<file path="src/rtl/alu_seq_divider.sv">
// Iterative restoring divider for DIV/DIVU: one quotient bit per cycle, quotient/remainder registered on DONE.
// Optional signed (MIPS DIV) support is compiled in with `define ALU_DIV_SIGNED_EN.
module alu_seq_divider #(
  parameter int WIDTH = 32,
  parameter int CNT_W = 6
) (
  input  logic             clk,
  input  logic             reset,
  input  logic             start,
  input  logic [WIDTH-1:0] a,
  input  logic [WIDTH-1:0] b,
`ifdef ALU_DIV_SIGNED_EN
  input  logic             is_signed,
`endif
  output logic             busy,
  output logic             done,
  output logic [WIDTH-1:0] quotient,
  output logic [WIDTH-1:0] remainder,
  output logic             div_zero
);

  typedef enum logic [1:0] {
    S_IDLE = 2'd0,
    S_RUN  = 2'd1,
    S_DONE = 2'd2
  } state_e;

  state_e           state_q, state_d;
  logic [CNT_W-1:0] count_q, count_d;
  logic [WIDTH-1:0] dvd_q, dvd_d;        // dividend shifting out, quotient shifting in
  logic [WIDTH-1:0] dvs_q, dvs_d;
  logic [WIDTH-1:0] rem_q, rem_d;
  logic [WIDTH-1:0] quotient_q, quotient_d;
  logic [WIDTH-1:0] remainder_q, remainder_d;
  logic             busy_q, busy_d;
  logic             done_q, done_d;
  logic             div_zero_q, div_zero_d;
  logic             q_neg_q, q_neg_d;
  logic             r_neg_q, r_neg_d;

  // Operand magnitudes and result sign flags captured on the accepted start.
  logic             a_neg, b_neg;
  logic [WIDTH-1:0] a_mag, b_mag;
`ifdef ALU_DIV_SIGNED_EN
  assign a_neg = is_signed & a[WIDTH-1];
  assign b_neg = is_signed & b[WIDTH-1];
`else
  assign a_neg = 1'b0;
  assign b_neg = 1'b0;
`endif
  assign a_mag = a_neg ? -a : a;
  assign b_mag = b_neg ? -b : b;

  // One restoring step: trial subtract of the divisor from the shifted partial remainder.
  logic [WIDTH:0]   shifted;
  logic [WIDTH+1:0] trial;
  logic             trial_ok;
  logic             unused_trial_bit;
  assign shifted          = {rem_q, dvd_q[WIDTH-1]};
  assign trial            = {1'b0, shifted} - {2'b00, dvs_q};
  assign trial_ok         = ~trial[WIDTH+1];
  assign unused_trial_bit = trial[WIDTH];

  // NOTE: every output of this block gets a default first so no path leaves one unassigned (no latches).
  always_comb begin
    state_d     = state_q;
    count_d     = count_q;
    dvd_d       = dvd_q;
    dvs_d       = dvs_q;
    rem_d       = rem_q;
    quotient_d  = quotient_q;
    remainder_d = remainder_q;
    busy_d      = busy_q;
    done_d      = 1'b0;
    div_zero_d  = div_zero_q;
    q_neg_d     = q_neg_q;
    r_neg_d     = r_neg_q;

    case (state_q)
      S_IDLE: begin
        if (start) begin
          state_d    = S_RUN;
          dvd_d      = a_mag;
          dvs_d      = b_mag;
          rem_d      = '0;
          count_d    = '0;
          div_zero_d = (b == '0);
          q_neg_d    = a_neg ^ b_neg;
          r_neg_d    = a_neg;
          busy_d     = 1'b1;
        end
      end
      S_RUN: begin
        if (trial_ok) begin
          rem_d = trial[WIDTH-1:0];
          dvd_d = {dvd_q[WIDTH-2:0], 1'b1};
        end else begin
          rem_d = shifted[WIDTH-1:0];
          dvd_d = {dvd_q[WIDTH-2:0], 1'b0};
        end
        count_d = count_q + 1'b1;
        if (count_q == CNT_W'(WIDTH - 1)) state_d = S_DONE;
      end
      S_DONE: begin
        // Divide-by-zero keeps the all-ones quotient; the remainder sign fix restores a.
        quotient_d  = (q_neg_q && !div_zero_q) ? -dvd_q : dvd_q;
        remainder_d = r_neg_q ? -rem_q : rem_q;
        done_d      = 1'b1;
        busy_d      = 1'b0;
        state_d     = S_IDLE;
      end
      default: state_d = S_IDLE;
    endcase
  end

  // NOTE: state registers use non-blocking assignments so every flop samples pre-edge values.
  always_ff @(posedge clk or posedge reset) begin
    if (reset) begin
      state_q     <= S_IDLE;
      count_q     <= '0;
      dvd_q       <= '0;
      dvs_q       <= '0;
      rem_q       <= '0;
      quotient_q  <= '0;
      remainder_q <= '0;
      busy_q      <= 1'b0;
      done_q      <= 1'b0;
      div_zero_q  <= 1'b0;
      q_neg_q     <= 1'b0;
      r_neg_q     <= 1'b0;
    end else begin
      state_q     <= state_d;
      count_q     <= count_d;
      dvd_q       <= dvd_d;
      dvs_q       <= dvs_d;
      rem_q       <= rem_d;
      quotient_q  <= quotient_d;
      remainder_q <= remainder_d;
      busy_q      <= busy_d;
      done_q      <= done_d;
      div_zero_q  <= div_zero_d;
      q_neg_q     <= q_neg_d;
      r_neg_q     <= r_neg_d;
    end
  end

  assign busy      = busy_q;
  assign done      = done_q;
  assign quotient  = quotient_q;
  assign remainder = remainder_q;
  assign div_zero  = div_zero_q;

endmodule

</file>
<file path="config.mk">
export PLATFORM = sky130hd
export DESIGN_NAME = alu_seq_divider
export DESIGN_NICKNAME = d
export VERILOG_FILES = /design/src/rtl/alu_seq_divider.sv
export SDC_FILE = /design/constraint.sdc
export NUM_CORES = 1
export LEC_CHECK = 0
export BUFFER_PORTS_ARGS = -buffer_cell sky130_fd_sc_hd__buf_4
export CAP_MARGIN = 10
export CORE_MARGIN = 2
export CORE_UTILIZATION = 54
export DETAILED_ROUTE_END_ITERATION = 10
export GPL_ROUTABILITY_DRIVEN = 0
export PLACE_DENSITY = 0.79
export REMOVE_ABC_BUFFERS = 1
export SLEW_MARGIN = 20
export SYNTH_ARGS = -nofsm -noshare
export SYNTH_HDL_FRONTEND = slang
export SYNTH_SLANG_ARGS = --single-unit
</file>
<file path="constraint.sdc">
create_clock -name clk -period 8 [get_ports clk]
set_input_delay 0.4 -clock clk [delete_from_list [all_inputs] [get_ports clk]]
set_output_delay 0.4 -clock clk [all_outputs]
set_load 0.1 [all_outputs]
</file>
==> report_table.html, run 1 <==
<table>
<tr><th>Metric</th><th>Value</th></tr>
<tr><th colspan="2">Setup path</th></tr>
<tr><td>FF-to-FF path depth</td><td>11</td></tr>
<tr><td>Maximum fanout encountered on the critical timing path</td><td>38</td></tr>
<tr><td>Worst Path Required</td><td>8.25 ns</td></tr>
<tr><td>Category of the worst setup path launch point</td><td>register</td></tr>
<tr><td>Crit path cell chain</td><td>ha_1 -&gt; and2_4 -&gt; a221oi_2 -&gt; a21oi_1 -&gt; o21bai_1 -&gt; a211oi_2 -&gt; nor3_4 -&gt; buf_4 -&gt; nor2_1 -&gt; a21oi_1 -&gt; o21ai_0</td></tr>
<tr><td>Most frequent CP cell</td><td>a21oi_1</td></tr>
<tr><td>Highest-delay cell along the critical path</td><td>nor3_4</td></tr>
<tr><td>Register-to-Register Setup Slack</td><td>4.76 ns</td></tr>
<tr><td>Critical path class</td><td>reg -&gt; reg</td></tr>
<tr><td>Endpoint arrival time on the critical path</td><td>3.49 ns</td></tr>
<tr><td>Slowest cell delay on critical path</td><td>0.52 ns</td></tr>
<tr><td>Worst setup EP type</td><td>register</td></tr>
<tr><th colspan="2">Floorplanning</th></tr>
<tr><td>Standard-cell rows</td><td>46</td></tr>
<tr><td>I/O pin cnt</td><td>134</td></tr>
<tr><td>Effective utilization at floorplan</td><td>0.546</td></tr>
<tr><td>Die Area</td><td>16900 sq um</td></tr>
<tr><td>Die width</td><td>130 um</td></tr>
<tr><td>Y dimension of the die</td><td>130 um</td></tr>
<tr><td>Core region area</td><td>15700 sq um</td></tr>
<tr><th colspan="2">Synth</th></tr>
<tr><td>Cell type contributing the most total cell area after synthesis</td><td>dfrtp_1</td></tr>
<tr><td>Prevailing post-synth register cell</td><td>dfrtp_1</td></tr>
<tr><td>Sequential share of the synthesized area</td><td>0.500</td></tr>
<tr><td>Number of register bits inferred by synthesis</td><td>171</td></tr>
<tr><td>Compound-Gate Fraction of Synth Area</td><td>0.160</td></tr>
<tr><td>Fraction of synthesized cell area taken by the top area cell type</td><td>0.500</td></tr>
<tr><td>Count of yosys warnings during synthesis</td><td>0</td></tr>
<tr><td>EDFF count, synth</td><td>0</td></tr>
<tr><td>Proportion of synthesized area in mux cells</td><td>0.00936</td></tr>
<tr><td>Mean post-synth cell area</td><td>8.67 sq um</td></tr>
<tr><td>Synthesized-area fraction occupied by and/or/nand/nor cells</td><td>0.207</td></tr>
<tr><td>Synthesized instance count</td><td>987</td></tr>
<tr><td>Main combinational cell family by area after synthesis</td><td>simple AND/OR/NAND/NOR gates</td></tr>
<tr><td>Adder-cell share of the synthesized area</td><td>0.0506</td></tr>
<tr><td>Proportion of register bits with asynchronous set or reset after synthesis</td><td>1.00</td></tr>
<tr><td>Cell variety after synth</td><td>57</td></tr>
<tr><td>Share of the synthesized netlist area taken by xor and xnor gates</td><td>0.0276</td></tr>
<tr><td>Netlist Area Pre-Place</td><td>8550 sq um</td></tr>
<tr><td>Dominant cells by area after synthesis</td><td>dfrtp_1, nand2_1, ha_1</td></tr>
<tr><th colspan="2">Layout</th></tr>
<tr><td>Fill count</td><td>1335</td></tr>
<tr><td>Area growth from synthesis to layout</td><td>20.1%</td></tr>
<tr><td>Number of nets in the layout</td><td>1194</td></tr>
<tr><td>Multi-input logic area</td><td>3910 sq um</td></tr>
<tr><td>Antenna cells</td><td>0</td></tr>
<tr><td>Area used by sequential logic in the layout</td><td>4280 sq um</td></tr>
<tr><td>Proportion of layout cells with a drive suffix above 1</td><td>0.173</td></tr>
<tr><th colspan="2">CTS</th></tr>
<tr><td>Num CTS Buffers</td><td>17</td></tr>
<tr><td>Clock-pin slew on the worst setup and hold paths</td><td>0.07 ns</td></tr>
<tr><td>Clock Latency Late Sink</td><td>0.44 ns</td></tr>
<tr><td>Maximum buffer depth of the clock tree</td><td>2</td></tr>
<tr><td># hold bufs at CTS</td><td>0</td></tr>
<tr><td>Number of clock sinks</td><td>171</td></tr>
<tr><td>Clock tree root buffer cell</td><td>clkbuf_16</td></tr>
<tr><td>H-tree levels</td><td>4</td></tr>
<tr><td>TritonCTS clock tree</td><td>built</td></tr>
<tr><td>Number of cells upsized or downsized after cts</td><td>0</td></tr>
<tr><td>Count of buffers added by post-CTS timing repair for setup</td><td>0</td></tr>
<tr><th colspan="2">Timing</th></tr>
<tr><td>Worst clock skew</td><td>0.0109 ns</td></tr>
<tr><td>Tightest slew margin relative to the limit</td><td>0.241</td></tr>
<tr><td># setup viols final</td><td>0</td></tr>
<tr><td>Clock period minus worst slack</td><td>3.24 ns</td></tr>
<tr><td>Final period utilization</td><td>0.405</td></tr>
<tr><td>Setup total negative slack</td><td>0 ns</td></tr>
<tr><td>Total count of hold-check failures in the final report</td><td>0</td></tr>
<tr><td>Unrepaired setup endpoints after global routing</td><td>false</td></tr>
<tr><td>Final max-slew violation count</td><td>0</td></tr>
<tr><td>Highest achievable clock rate</td><td>308 MHz</td></tr>
<tr><td>Worst Max-Slew Pin Slew</td><td>1.14 ns</td></tr>
<tr><th colspan="2">Min path</th></tr>
<tr><td>Class of the most critical hold timing path</td><td>in -&gt; async</td></tr>
<tr><th colspan="2">Global route</th></tr>
<tr><td>Number of antenna violations at the first check in global routing</td><td>0</td></tr>
<tr><td>Residual overflow from global routing</td><td>0</td></tr>
<tr><td>Largest net degree at the start of global routing</td><td>88</td></tr>
<tr><td>First-pass GRT wire length</td><td>34000 um</td></tr>
<tr><td>GRT Util Overall</td><td>0.255</td></tr>
<tr><td>Vias in the first global route</td><td>6903</td></tr>
<tr><th colspan="2">Detailed routing</th></tr>
<tr><td>Via/cell ratio</td><td>5.47</td></tr>
<tr><td>Total iterations of the first detailed-routing run</td><td>5</td></tr>
<tr><td>Post-route ant nets</td><td>0</td></tr>
<tr><td>Wire length reported by the detailed router</td><td>20700 um</td></tr>
<tr><td>Number of remaining DRC errors</td><td>0</td></tr>
<tr><td>Avg WL per Cell</td><td>15.7 um</td></tr>
<tr><td>Via count</td><td>7228</td></tr>
<tr><td>Starting DRC count in detailed routing</td><td>622</td></tr>
<tr><th colspan="2">Placement</th></tr>
<tr><td>PortBufs</td><td>133</td></tr>
<tr><td>DP HPWL</td><td>13600 um</td></tr>
<tr><th colspan="2">Job</th></tr>
<tr><td>MaxCap Viol Count</td><td>0</td></tr>
<tr><th colspan="2">Run status</th></tr>
<tr><td>Result of the run</td><td>complete, no violations</td></tr>
</table>
## logic make-up (layout without fill, tap and decap cells)
logic type	after synthesis	after routing
and+or+nand+nor	428	428
AOI/OAI and AO/OA	222	222
DFF	171	171
buffers and inverters	97	215
adders and majority gates	34	34
xor gates and xnor gates	27	27
muxes	8	8
## worst paths after layout
check / startpoint / endpoint
setup / recovery: rem_q[2] / rem_q[8]
hold / removal: reset / dvd_q[9]
setup reg to reg: rem_q[2] / rem_q[8]
hold reg to reg: remainder[6] / remainder[6]
max in group asynchronous: reset / dvs_q[9]
min in group clk: b[28] / dvs_q[28]
## state kept, by name (all words and copies together), names as in the netlist
signal / count
remainder: 32
dvs_q: 32
div_zero: 1
quotient: 32
busy: 1
dvd_q: 32
state_q: 2
done: 1
rem_q: 32
count_q: 6
## cell usage after synthesis, types with 8 or more instances
cell / count
a21o_1: 13
a21oi_1: 48
a22oi_1: 19
buf_2: 11
clkbuf_1: 36
dfrtp_1: 171
ha_1: 33
inv_1: 42
mux2i_1: 8
nand2_1: 297
nand3_1: 26
nand4_1: 9
nor2_1: 61
nor4_1: 10
o21ai_0: 71
o21ai_1: 10
o22ai_1: 13
xnor2_1: 15
xor2_1: 12
## stage by stage
stage | area (sq um) | util | hold WS (ns) | std cells | worst slack (ns)
floorplan | 8330 | - | 0.448 | 933 | 0.728
finish | 10300 | 0.656 | 0.0978 | 1321 | 4.76
CTS | 10200 | 0.654 | 0.141 | 1320 | 4.75
detailed placement | 9670 | 0.618 | 0.464 | 1289 | 4.76
global route | 10300 | 0.656 | 0.167 | 1321 | 4.50
global placement | 9670 | 0.618 | 0.459 | 1289 | 4.97
## layout make-up
class,count,area share
clock inverter,13,0.0134
timing repair buffer,141,0.105
clock buffer,18,0.0418
inverter,43,0.0162
sequential,171,0.417
tap,216,0.0263
multi-input combinational,719,0.380
## metal layers
metal	GRT usage	vias up	routed length, um
met3	0.0373	35	886
met2	0.406	202	9750
met5	0	-	0
met4	0.0987	0	519
li1	-	3555	-
met1	0.358	3436	9580
## placed cells by master (no fill, tap or decap), types with 9 or more instances in the layout
cell type,synthesis,layout
a21o_1,13,13
a21oi_1,48,48
a22oi_1,19,19
buf_4,2,139
clkbuf_16,0,17
dfrtp_1,171,171
ha_1,33,33
inv_1,42,41
nand2_1,297,296
nand3_1,26,26
nand4_1,9,9
nor2_1,61,59
nor4_1,10,10
o21ai_0,71,71
o21ai_1,10,10
o22ai_1,13,13
xnor2_1,15,15
xor2_1,12,12
## worst max-delay path: cells and delay by family, from the launching register on
family / cells / cell delay, ns
buffers and inverters: 1 / 0.47
AOI/OAI and AO/OA: 6 / 1.01
adders and majority gates: 1 / 0.34
and+or+nand+nor: 3 / 0.80
DFF: 1 / 0.42
Power of run 1 is left out: the tool's default activity adds up to more than one toggle a clock period on the data nets, which glitch-free logic cannot reach.
==> inputs of run 2 (changes only) <==
==> constraint.sdc (replaced) <==
create_clock -name clk -period 3 [get_ports clk]
set_input_delay 0.15 -clock clk [delete_from_list [all_inputs] [get_ports clk]]
set_output_delay 0.15 -clock clk [all_outputs]
set_load 0.1 [all_outputs]
==> run 2 against run 1 <==
  * Count of clock-buffer cells in the layout is the same
  * Via count up 6.7%
  * Design area grew 7.1%
  * Critical endpoint is now rem_q[16]
  * Sequential share of layout area fell by 2.8 points
  * Critical path depth is 1 higher
  * Maximum frequency is 15% higher
  * Sequential cell count unchanged
  * Final cell count rose by 5.5%
==> report_table.html, run 2 (synthesized netlist as in run 1, its figures left out) <==
<table>
<tr><th>Metric</th><th>Value</th></tr>
<tr><th colspan="2">Layout</th></tr>
<tr><td>Multi-input logic area</td><td>3920 sq um (+0.29%)</td></tr>
<tr><td>Most frequent standard cell in the layout excluding fill and tap cells</td><td>nand2_1</td></tr>
<tr><td>Fill count</td><td>1163 (-13%)</td></tr>
<tr><td>Area growth from synthesis to layout</td><td>28.6%</td></tr>
<tr><td>Number of nets in the layout</td><td>1265 (+5.9%)</td></tr>
<tr><td>Area used by sequential logic in the layout</td><td>4280 sq um (unchanged)</td></tr>
<tr><td>Proportion of layout cells with a drive suffix above 1</td><td>0.172 (-0.00123)</td></tr>
<tr><td>Final core utilization</td><td>0.703 (+0.0465)</td></tr>
<tr><td>Most frequent cells in the layout</td><td>nand2_1, dfrtp_1, buf_4</td></tr>
<tr><th colspan="2">Global route</th></tr>
<tr><td>Number of antenna violations at the first check in global routing</td><td>0 (unchanged)</td></tr>
<tr><td>Vias in the first global route</td><td>7656 (+11%)</td></tr>
<tr><td>Residual overflow from global routing</td><td>0 (unchanged)</td></tr>
<tr><td>GRT Util Overall</td><td>0.279 (+0.0234)</td></tr>
<tr><td>First-pass GRT wire length</td><td>37300 um (+9.6%)</td></tr>
<tr><td>Largest net degree at the start of global routing</td><td>75 (-15%)</td></tr>
<tr><th colspan="2">Floorplanning</th></tr>
<tr><td>I/O pin cnt</td><td>134 (unchanged)</td></tr>
<tr><td>Die width</td><td>130 um (unchanged)</td></tr>
<tr><td>Standard-cell rows</td><td>46 (unchanged)</td></tr>
<tr><td>Y dimension of the die</td><td>130 um (unchanged)</td></tr>
<tr><td>Die Area</td><td>16900 sq um (unchanged)</td></tr>
<tr><td>Core region area</td><td>15700 sq um (unchanged)</td></tr>
<tr><td>Effective utilization at floorplan</td><td>0.546 (unchanged)</td></tr>
<tr><th colspan="2">Detailed routing</th></tr>
<tr><td>Post-route ant nets</td><td>0 (unchanged)</td></tr>
<tr><td>Total iterations of the first detailed-routing run</td><td>5 (unchanged)</td></tr>
<tr><td>Avg WL per Cell</td><td>16.3 um (+4.1%)</td></tr>
<tr><td>Via/cell ratio</td><td>5.53 (+1.1%)</td></tr>
<tr><td>Number of remaining DRC errors</td><td>0 (unchanged)</td></tr>
<tr><td>Wire length reported by the detailed router</td><td>22800 um (+9.8%)</td></tr>
<tr><td>Starting DRC count in detailed routing</td><td>633 (+1.8%)</td></tr>
<tr><td>Via count</td><td>7714 (+6.7%)</td></tr>
<tr><th colspan="2">Timing</th></tr>
<tr><td>Clock period minus worst slack</td><td>2.81 ns (-0.429 ns)</td></tr>
<tr><td>Worst clock skew</td><td>0.00600 ns (-0.00487 ns)</td></tr>
<tr><td>Hold_ws</td><td>0.0207 ns (-0.0771 ns)</td></tr>
<tr><td>Worst Max-Slew Pin Slew</td><td>0.781 ns (-0.357 ns)</td></tr>
<tr><td>Highest achievable clock rate</td><td>355 MHz (+15%)</td></tr>
<tr><td>Tightest slew margin relative to the limit</td><td>0.480 (+0.238)</td></tr>
<tr><td>Final max-slew violation count</td><td>0 (unchanged)</td></tr>
<tr><td>Total count of hold-check failures in the final report</td><td>0 (unchanged)</td></tr>
<tr><td># setup viols final</td><td>0 (unchanged)</td></tr>
<tr><td>Final period utilization</td><td>0.938 (+0.533)</td></tr>
<tr><td>Unrepaired setup endpoints after global routing</td><td>false</td></tr>
<tr><th colspan="2">CTS</th></tr>
<tr><td>Clock-pin slew on the worst setup and hold paths</td><td>0.07 ns (about the same)</td></tr>
<tr><td>Clock tree root buffer cell</td><td>clkbuf_16</td></tr>
<tr><td>Clock Latency Late Sink</td><td>0.43 ns (about the same)</td></tr>
<tr><td>TritonCTS clock tree</td><td>built</td></tr>
<tr><td>Num CTS Buffers</td><td>17 (unchanged)</td></tr>
<tr><td>Maximum buffer depth of the clock tree</td><td>2 (unchanged)</td></tr>
<tr><td>Number of clock sinks</td><td>171 (unchanged)</td></tr>
<tr><td>H-tree levels</td><td>4 (unchanged)</td></tr>
<tr><td>Count of buffers added by post-CTS timing repair for setup</td><td>0 (unchanged)</td></tr>
<tr><th colspan="2">Setup path</th></tr>
<tr><td>Maximum fanout encountered on the critical timing path</td><td>4 (-89%)</td></tr>
<tr><td>Worst setup EP type</td><td>register</td></tr>
<tr><td>Worst Path Required</td><td>3.31 ns (-4.94 ns)</td></tr>
<tr><td>Critical path class</td><td>reg -&gt; reg</td></tr>
<tr><td>Endpoint arrival time on the critical path</td><td>3.13 ns (-0.36 ns)</td></tr>
<tr><td>Category of the worst setup path launch point</td><td>register</td></tr>
<tr><th colspan="2">Placement</th></tr>
<tr><td>PortBufs</td><td>133 (unchanged)</td></tr>
<tr><td>DP HPWL</td><td>14500 um (+6.7%)</td></tr>
<tr><th colspan="2">Run status</th></tr>
<tr><td>Result of the run</td><td>complete, no violations</td></tr>
<tr><th colspan="2">Job</th></tr>
<tr><td>MaxCap Viol Count</td><td>0 (unchanged)</td></tr>
<tr><th colspan="2">Min path</th></tr>
<tr><td>Class of the most critical hold timing path</td><td>in -&gt; reg</td></tr>
</table>
-- run 2: layer usage --
| metal | vias up | global-route usage | share of wire |
|---|---|---|---|
| met5 | - | 0 | 0 |
| met4 | 0 | 0.106 | 0.024 |
| met3 | 45 | 0.0500 | 0.053 |
| met2 | 294 | 0.462 | 0.49 |
| met1 | 3695 | 0.369 | 0.43 |
| li1 | 3680 | - | - |
-- run 2: final cells by class --
cell class                 count  area share
antenna                        1    0.000227
inverter                      43      0.0151
timing repair buffer         212       0.163
clock buffer                  18      0.0399
multi-input combinational    719       0.356
clock inverter                14      0.0123
tap                          216      0.0246
sequential                   171       0.389
-- run 2: critical path, stage by stage (launching register included) --
cell,delay (ns)
dfrtp_1,0.36
inv_1,0.10
ha_1,0.22
fa_1,0.20
and2b_1,0.20
o31a_2,0.31
o21ai_2,0.26
o21ai_0,0.21
a31oi_1,0.28
o21ai_0,0.16
xor2_1,0.16
mux2i_1,0.14
o21ai_1,0.07
-- run 2: timing repair --
action | 4_1_cts | 5_1_grt
hold buffers | 64 | 0
setup endpoints to repair | 0 | 8
gates resized for setup | 0 | 3
hold endpoints to repair | 135 | 0
-- run 2: worst paths after layout --
kind                               from            to  slack (ns)  depth (start not counted)
setup / recovery              dvd_q[31]     rem_q[16]        0.19                         12
hold / removal                    a[31]     dvd_q[31]        0.02                          3
hold reg to reg            remainder[5]  remainder[5]        0.47                          2
min in group asynchronous         reset  quotient[12]        0.41                          3
setup reg to reg              dvd_q[31]     rem_q[16]        0.19                         12
max in group asynchronous         reset     rem_q[28]        1.82                          4
-- run 2: through the flow --
step	instance area (sq um)	cells	setup WS, ns	TNS, ns
3_3_place_gp	9770	1297	0.187	0
3_5_place_dp	9770	1297	0.111	0
5_1_grt	11000	1393	0.0144	0
2_1_floorplan	8330	933	-4.27	-545.95
4_1_cts	11000	1393	0.0856	0
6_report	11000	1394	0.186	0
Power of run 2 is left out for the same reason.
